===== src/rtl/word_packer_if.sv =====
// Handshake bundle for word_packer: upstream FIFO pop side, downstream FIFO push side,
// and the flush request. The packer takes the master view, the environment the slave view.
interface word_packer_if #(
  parameter int in_width = 8,
  parameter int ratio    = 4
);
  logic [in_width-1:0]       IN_D;
  logic                      IN_EMPTY_N;
  logic                      IN_DEQ;
  logic                      FLUSH;
  logic [in_width*ratio-1:0] OUT_D;
  logic [3:0]                OUT_CNT;
  logic                      OUT_ENQ;
  logic                      OUT_FULL_N;

  modport master (
    input  IN_D, IN_EMPTY_N, FLUSH, OUT_FULL_N,
    output IN_DEQ, OUT_D, OUT_CNT, OUT_ENQ
  );

  modport slave (
    output IN_D, IN_EMPTY_N, FLUSH, OUT_FULL_N,
    input  IN_DEQ, OUT_D, OUT_CNT, OUT_ENQ
  );
endinterface


===== src/rtl/word_packer.sv =====
// word_packer: pops in_width entries from an upstream FIFO and assembles them into
// ratio-lane words (lane 0 in the LSBs), pushing each full word downstream. FLUSH emits
// a zero-padded partial word together with its valid-lane count.
module word_packer #(
  parameter int in_width = 8,
  parameter int ratio    = 4
) (
  input  logic          CLK,
  input  logic          RST,
  input  logic          CLR,
  word_packer_if.master bus
);

  localparam int         W      = in_width * ratio;
  localparam logic [3:0] RATIO4 = 4'(ratio);

  typedef enum logic {
    FILL = 1'b0,
    EMIT = 1'b1
  } state_t;

  state_t         state_q, state_d;
  logic [3:0]     cnt_q, cnt_d;
  logic [W-1:0]   word_q, word_d;

  logic           kill_s;
  logic           pop_s;
  logic           enq_s;
  logic [3:0]     cnt_pop_s;
  logic [W-1:0]   word_ins_s;

  // Handshake strobes: depend only on registered state and the FIFO status flags,
  // and are forced low whenever a reset or clear is being applied.
  always_comb begin
    kill_s = RST | CLR;
    if (kill_s) begin
      pop_s = 1'b0;
      enq_s = 1'b0;
    end else if (state_q == EMIT) begin
      // A push frees the word register, so the next lane 0 can be popped in the same cycle.
      enq_s = bus.OUT_FULL_N;
      pop_s = bus.OUT_FULL_N & bus.IN_EMPTY_N;
    end else begin
      enq_s = 1'b0;
      pop_s = bus.IN_EMPTY_N;
    end
  end

  // Word register image with the head entry written into lane cnt_q.
  always_comb begin
    word_ins_s = word_q;
    for (int l = 0; l < ratio; l++) begin
      if (4'(l) == cnt_q) begin
        word_ins_s[l*in_width +: in_width] = bus.IN_D;
      end else begin
        word_ins_s[l*in_width +: in_width] = word_q[l*in_width +: in_width];
      end
    end
  end

  // Next-state logic for the FILL/EMIT machine, lane counter and word register.
  always_comb begin
    state_d   = state_q;
    cnt_d     = cnt_q;
    word_d    = word_q;
    cnt_pop_s = pop_s ? (cnt_q + 4'd1) : cnt_q;
    if (kill_s) begin
      state_d = FILL;
      cnt_d   = 4'd0;
      word_d  = {W{1'b0}};
    end else begin
      case (state_q)
        FILL: begin
          if (pop_s) begin
            word_d = word_ins_s;
          end else begin
            word_d = word_q;
          end
          cnt_d = cnt_pop_s;
          // A flush never produces an empty word: it needs at least one lane after the pop.
          if (cnt_pop_s == RATIO4) begin
            state_d = EMIT;
          end else if (bus.FLUSH && (cnt_pop_s != 4'd0)) begin
            state_d = EMIT;
          end else begin
            state_d = FILL;
          end
        end
        EMIT: begin
          if (enq_s) begin
            if (pop_s) begin
              // ratio >= 2, so a single lane can only complete a word via FLUSH.
              word_d  = {{(W-in_width){1'b0}}, bus.IN_D};
              cnt_d   = 4'd1;
              state_d = bus.FLUSH ? EMIT : FILL;
            end else begin
              word_d  = {W{1'b0}};
              cnt_d   = 4'd0;
              state_d = FILL;
            end
          end else begin
            // Downstream full: hold everything so OUT_D stays stable.
            word_d  = word_q;
            cnt_d   = cnt_q;
            state_d = EMIT;
          end
        end
        default: begin
          state_d = FILL;
          cnt_d   = 4'd0;
          word_d  = {W{1'b0}};
        end
      endcase
    end
  end

  // State registers; synchronous reset/clear is folded into the next-state logic.
  always_ff @(posedge CLK) begin
    state_q <= state_d;
    cnt_q   <= cnt_d;
    word_q  <= word_d;
  end

  assign bus.IN_DEQ  = pop_s;
  assign bus.OUT_ENQ = enq_s;
  assign bus.OUT_D   = word_q;
  assign bus.OUT_CNT = (state_q == EMIT) ? cnt_q : 4'd0;

endmodule


===== src/flat_wrapper.sv =====
// flat-port wrapper written by rule: the top's interface ports become plain ports
module word_packer_flat 
#(
  parameter int in_width = 8,
  parameter int ratio    = 4
)
  (CLK, RST, CLR, bus_IN_D, bus_IN_EMPTY_N, bus_FLUSH, bus_OUT_FULL_N, bus_IN_DEQ, bus_OUT_D, bus_OUT_CNT, bus_OUT_ENQ);
  word_packer_if #(.in_width(in_width), .ratio(ratio)) bus_i ();
  input  logic CLK;
  input  logic RST;
  input  logic CLR;
  input wire logic [$bits(bus_i.IN_D)-1:0] bus_IN_D;
  input wire logic [$bits(bus_i.IN_EMPTY_N)-1:0] bus_IN_EMPTY_N;
  input wire logic [$bits(bus_i.FLUSH)-1:0] bus_FLUSH;
  input wire logic [$bits(bus_i.OUT_FULL_N)-1:0] bus_OUT_FULL_N;
  output wire logic [$bits(bus_i.IN_DEQ)-1:0] bus_IN_DEQ;
  output wire logic [$bits(bus_i.OUT_D)-1:0] bus_OUT_D;
  output wire logic [$bits(bus_i.OUT_CNT)-1:0] bus_OUT_CNT;
  output wire logic [$bits(bus_i.OUT_ENQ)-1:0] bus_OUT_ENQ;
  assign bus_i.IN_D = bus_IN_D;
  assign bus_i.IN_EMPTY_N = bus_IN_EMPTY_N;
  assign bus_i.FLUSH = bus_FLUSH;
  assign bus_i.OUT_FULL_N = bus_OUT_FULL_N;
  assign bus_IN_DEQ = bus_i.IN_DEQ;
  assign bus_OUT_D = bus_i.OUT_D;
  assign bus_OUT_CNT = bus_i.OUT_CNT;
  assign bus_OUT_ENQ = bus_i.OUT_ENQ;
  word_packer #(.in_width(in_width), .ratio(ratio)) u_core (.CLK(CLK), .RST(RST), .CLR(CLR), .bus(bus_i));
endmodule

===== config.mk =====
export PLATFORM = sky130hd
export DESIGN_NAME = word_packer_flat
export DESIGN_NICKNAME = d
export VERILOG_FILES = /design/src/rtl/word_packer_if.sv /design/src/rtl/word_packer.sv /design/src/flat_wrapper.sv
export SDC_FILE = /design/constraint.sdc
export NUM_CORES = 1
export LEC_CHECK = 0
export CAP_MARGIN = 20
export CORE_ASPECT_RATIO = 1.2
export CORE_UTILIZATION = 40
export DETAILED_ROUTE_END_ITERATION = 10
export DONT_BUFFER_PORTS = 1
export GPL_TIMING_DRIVEN = 0
export PLACE_DENSITY = 0.57
export SLEW_MARGIN = 15
export SYNTH_ARGS = -nofsm -noshare
export SYNTH_HDL_FRONTEND = slang
export SYNTH_SLANG_ARGS = --single-unit

===== constraint.sdc =====
create_clock -name CLK -period 4.3 [get_ports CLK]
set_clock_uncertainty 0.2 [all_clocks]
set_input_delay 0.43 -clock CLK [delete_from_list [all_inputs] [get_ports CLK]]
set_output_delay 0.43 -clock CLK [all_outputs]
set_load 0.01 [all_outputs]

Word level (Yosys, flattened, before mapping)
Index checks and enable logic that the tools add are counted.

word-level totals
  bits of input ports = 14
  flip-flop bits (word level) = 37

operators by class
  equal/unequal tests = 10
  add/sub/neg operators = 1
  mux-type cells = 23
  bitwise operators = 3
  reductions and logical operators = 7

operators by type and width
  cell                                                   count
  two-way mux 32 bit                                     2
  one-hot mux 32 bit (2 select lines)                    1
  two-way mux 8 bit                                      5
  two-way mux 4 bit                                      3
  AND reduction 3 bit                                    4
  two-way mux 1 bit                                      10
  inequality test 2 x 1 -> 1 bit, second input constant  5
  == test 2 x 4 -> 1 bit, first input constant           2
  one-hot mux 4 bit (2 select lines)                     1
  adder 4 x 1 -> 4 bit, second input constant            1
  == test 1 x 4 -> 1 bit, first input constant           1
  == test 4 x 3 -> 1 bit, second input constant          1
  logical NOT 4 bit                                      1
  nonzero test 4 bit                                     1
  inequality test 2 bit, second input constant           1
  one-hot mux 1 bit (2 select lines)                     1
  AND 1 bit                                              1
  logical AND 1 bit                                      1
  inverter 1 bit                                         1
  bitwise OR 1 bit                                       1

Longest topological paths before layout
  depth after elaboration = 9
  gate-level depth with buffers = 7
  mapped depth without buffers = 6

Worst setup path before layout
OpenSTA, ideal clock, no wires.

  kind = in2out
  from = input CLR
  to = output bus_OUT_ENQ
  data required time = 3670 ps
  data arrival time = 1493 ps
  stages = 5
  setup slack = 2177 ps
  cell sequence = or2_2 -> buf_2 -> clkbuf_1 -> buf_1 -> nor2_1

between the ends
  word-level cells in the longest chain between the ends = 2

RTL lines
  element            line                text
  from (decl)        flat_wrapper.sv:11  input logic CLR;
  bitwise OR 1 bit   word_packer.sv:35   kill_s = RST | CLR;
  two-way mux 1 bit  word_packer.sv:36   if (kill_s) begin
  to (decl)          flat_wrapper.sv:19  output wire logic [$bits(bus_i.OUT_ENQ)-1:0] bus_OUT_ENQ;

No other way between the ends.

Worst setup path after layout
Ends and elaborated chain as after synthesis.

==> out/results.ini <==
[power_and_ir_drop]
power.leakage_nw = 0.570
peakVddDrop_v = 0.000201
power_w = 0.000621
powerDensity_mw_per_mm2 = 347

[sta]
max_slew.worst_pin.slew_ns = 0.475
fmax_mhz = 434
setup_viol = 0
relSlewSlack = 0.683
tns_ns = 0
fin_crit_ns = 2.30
post-route-period-util = 0.535
hold_ws_ns = 0.0611
slew_violations = 0
rsz0062_at_grt = false
final_hold_viol_count = 0

[worst_setup_path]
crit_slowest_cell = or2_2
cp.buffers_inverters = 3
worstPathMaxFanout = 10
slowest_delay_ns = 0.27
cp-end-kind = primary output
cp_cell_sequence = or2_2 -> buf_2 -> clkbuf_1 -> buf_1 -> nor2_1
cp_data_arrival_time_ns = 1.67
required_ns = 3.67
critical_path.top_delay_family = buffers and inverters
crit_path_start_kind = primary input
crit_type = primary input to primary output

[global_route]
gr-usage-all-layers = 0.185
grt_max_degree = 14
met3_usage = 0.0677
antenna_found_initial = 0
grt.met1_usage = 0.204
grt_pass1_vias = 1170
met2_usage = 0.313
grt_overflow = 0
busiest_layer = met2
grt_pass1_wl_microns = 5800

[synthesis]
syn_inst = 164
synth_most_common_cell = dfxtp_1
yosysTopAreaCellShare = 0.455
synthArstFlopShare = 0
synth_commonest_cells = 37 x dfxtp_1, 32 x nor2_1, 24 x mux2i_1
syn-num-nets = 182
synth_cell_types = 37
synth_area_leaders = dfxtp_1 45%, mux2i_1 15%, nor2_1 7.4%
yosys_most_used_dff = dfxtp_1
yosysSeqAreaShare = 0.455
yosys_warnings = 0
avgSynthCellArea_sq_um = 9.93
syn_area_sq_mm = 0.00163
synth_edf_count = 0
yosysTopAreaCell = dfxtp_1
ys_ff_latch = 37

[final_layout]
nNetsFinal = 189
post-route-util = 0.457
n_fill_cell = 394
fin_cells = 226
syn2layout_area_growth_pct = 9.75
multi_input_area_sq_um = 827
drive_gt1_frac = 0.134
ff_latch_area_sq_um = 741
n_antenna_cell = 0

[clock_tree]
clk_latency_ns = 0.29
clockRootBuffer = clkbuf_8
cts.sinks = 37
cts_tree = done
hold_buffers = 0
htree_levels = 2
post_cts.repair.setup_buffers = 0
path_clk_slew_ns = 0.08
cts-buffers-inserted = 5
postCtsResizedCells = 0
cts_buffer_depth = 2

[detailed_routing]
viasPerCell = 5.19
dr.pass1.iters = 4
drc = 0
ant_nets = 0
wl_microns = 3650
drtIter0Drc = 73
vias = 1174
post_drt_wl_per_cell_microns = 16.1

[floorplanning]
start_util = 0.417
die-width_microns = 60.3
ios = 52
die_area_sq_mm = 0.00433
die_y_microns = 71.9
rows = 25
coreArea_sq_mm = 0.00391

[placement]
port_buffers = 0
dp_hpwl_microns = 2790
gp_congestion = 0.836
place_inst = 218

[worst_hold_path]
hold_path.class = primary input to flop

[outcome]
outcome = finished clean

[job]
drv_cap = 0

==> report_power, final <==
group          switching, W  internal [W]
clock              0.000125      0.000113
sequential       0.00000404      0.000346
combinational     0.0000206     0.0000119
==> sequential cells by signal, summed over array words and instances (netlist names) <==
name and flops:
u_core.bus.OUT_D 32, u_core.cnt_q 4, u_core.state_q 1
==> kinds of logic (layout without fill, tap and decap cells) <==
group	Yosys count	after routing	synth area share
adder cells (fa/ha/maj)	4	4	0.0307
AO/OA/AOI/OAI	22	22	0.124
multiplexers	25	25	0.154
buffers and inverters	12	20	0.0376
AND/OR/NAND/NOR	64	64	0.199
flip-flops	37	37	0.455
==> final timing paths <==
check                       startpoint                    to  slack, ns  cells past startpoint
hold reg to reg   u_core.bus.OUT_D[17]  u_core.bus.OUT_D[17]       0.36                      2
setup reg to reg       u_core.cnt_q[0]        u_core.state_q       2.21                      6
hold / removal             bus_IN_D[2]   u_core.bus.OUT_D[2]       0.06                      1
setup / recovery                   CLR           bus_OUT_ENQ       2.00                      5
==> stage by stage <==
step	worst slack [ns]	area, sq um
CTS	1.98	1790
global route	1.85	1790
finish	2.00	1790
global placement	1.98	1700
floorplan	2.18	1630
detailed placement	1.98	1700
==> layer usage <==
metal / wire, microns / vias up
li1: - / 582
met1: 1350 / 545
met2: 1920 / 41
met3: 316 / 6
met4: 60 / 0
met5: 0 / -
==> cell usage in the layout, fill, tap and decap left out, drive strengths merged <==
| cell | netlist | final |
|---|---|---|
| nor2b | 8 | 8 |
| nand4 | 1 | 1 |
| and3 | 2 | 2 |
| nand2b | 1 | 1 |
| inv | 4 | 4 |
| o31ai | 1 | 1 |
| a22o | 8 | 8 |
| or4b | 1 | 1 |
| a31o | 1 | 1 |
| a311oi | 1 | 1 |
| o21a | 2 | 2 |
| mux2i | 24 | 24 |
| clkbuf | 4 | 9 |
| and2 | 1 | 1 |
| or2 | 1 | 1 |
| clkinvlp | 0 | 3 |
| dfxtp | 37 | 37 |
| nor2 | 33 | 33 |
| a2111oi | 1 | 1 |
| ha | 4 | 4 |
| o21ai | 1 | 1 |
| nor4b | 1 | 1 |
| a21oi | 5 | 5 |
| nor3 | 2 | 2 |
| nand3 | 2 | 2 |
| nand2 | 9 | 9 |
| a31oi | 1 | 1 |
| mux2 | 1 | 1 |
| and4 | 1 | 1 |
| nor4 | 1 | 1 |
| a32oi | 1 | 1 |
| buf | 4 | 4 |
==> layout make-up <==
| class | count | share of cell area |
|---|---|---|
| Tap cell | 54 | 0.0378 |
| Buffer | 8 | 0.0259 |
| Inverter | 4 | 0.00840 |
| Clock inverter | 3 | 0.0126 |
| Multi-Input combinational cell | 115 | 0.463 |
| Sequential cell | 37 | 0.414 |
| Clock buffer | 5 | 0.0385 |
Note: power is estimated with default switching activity, not from simulation.
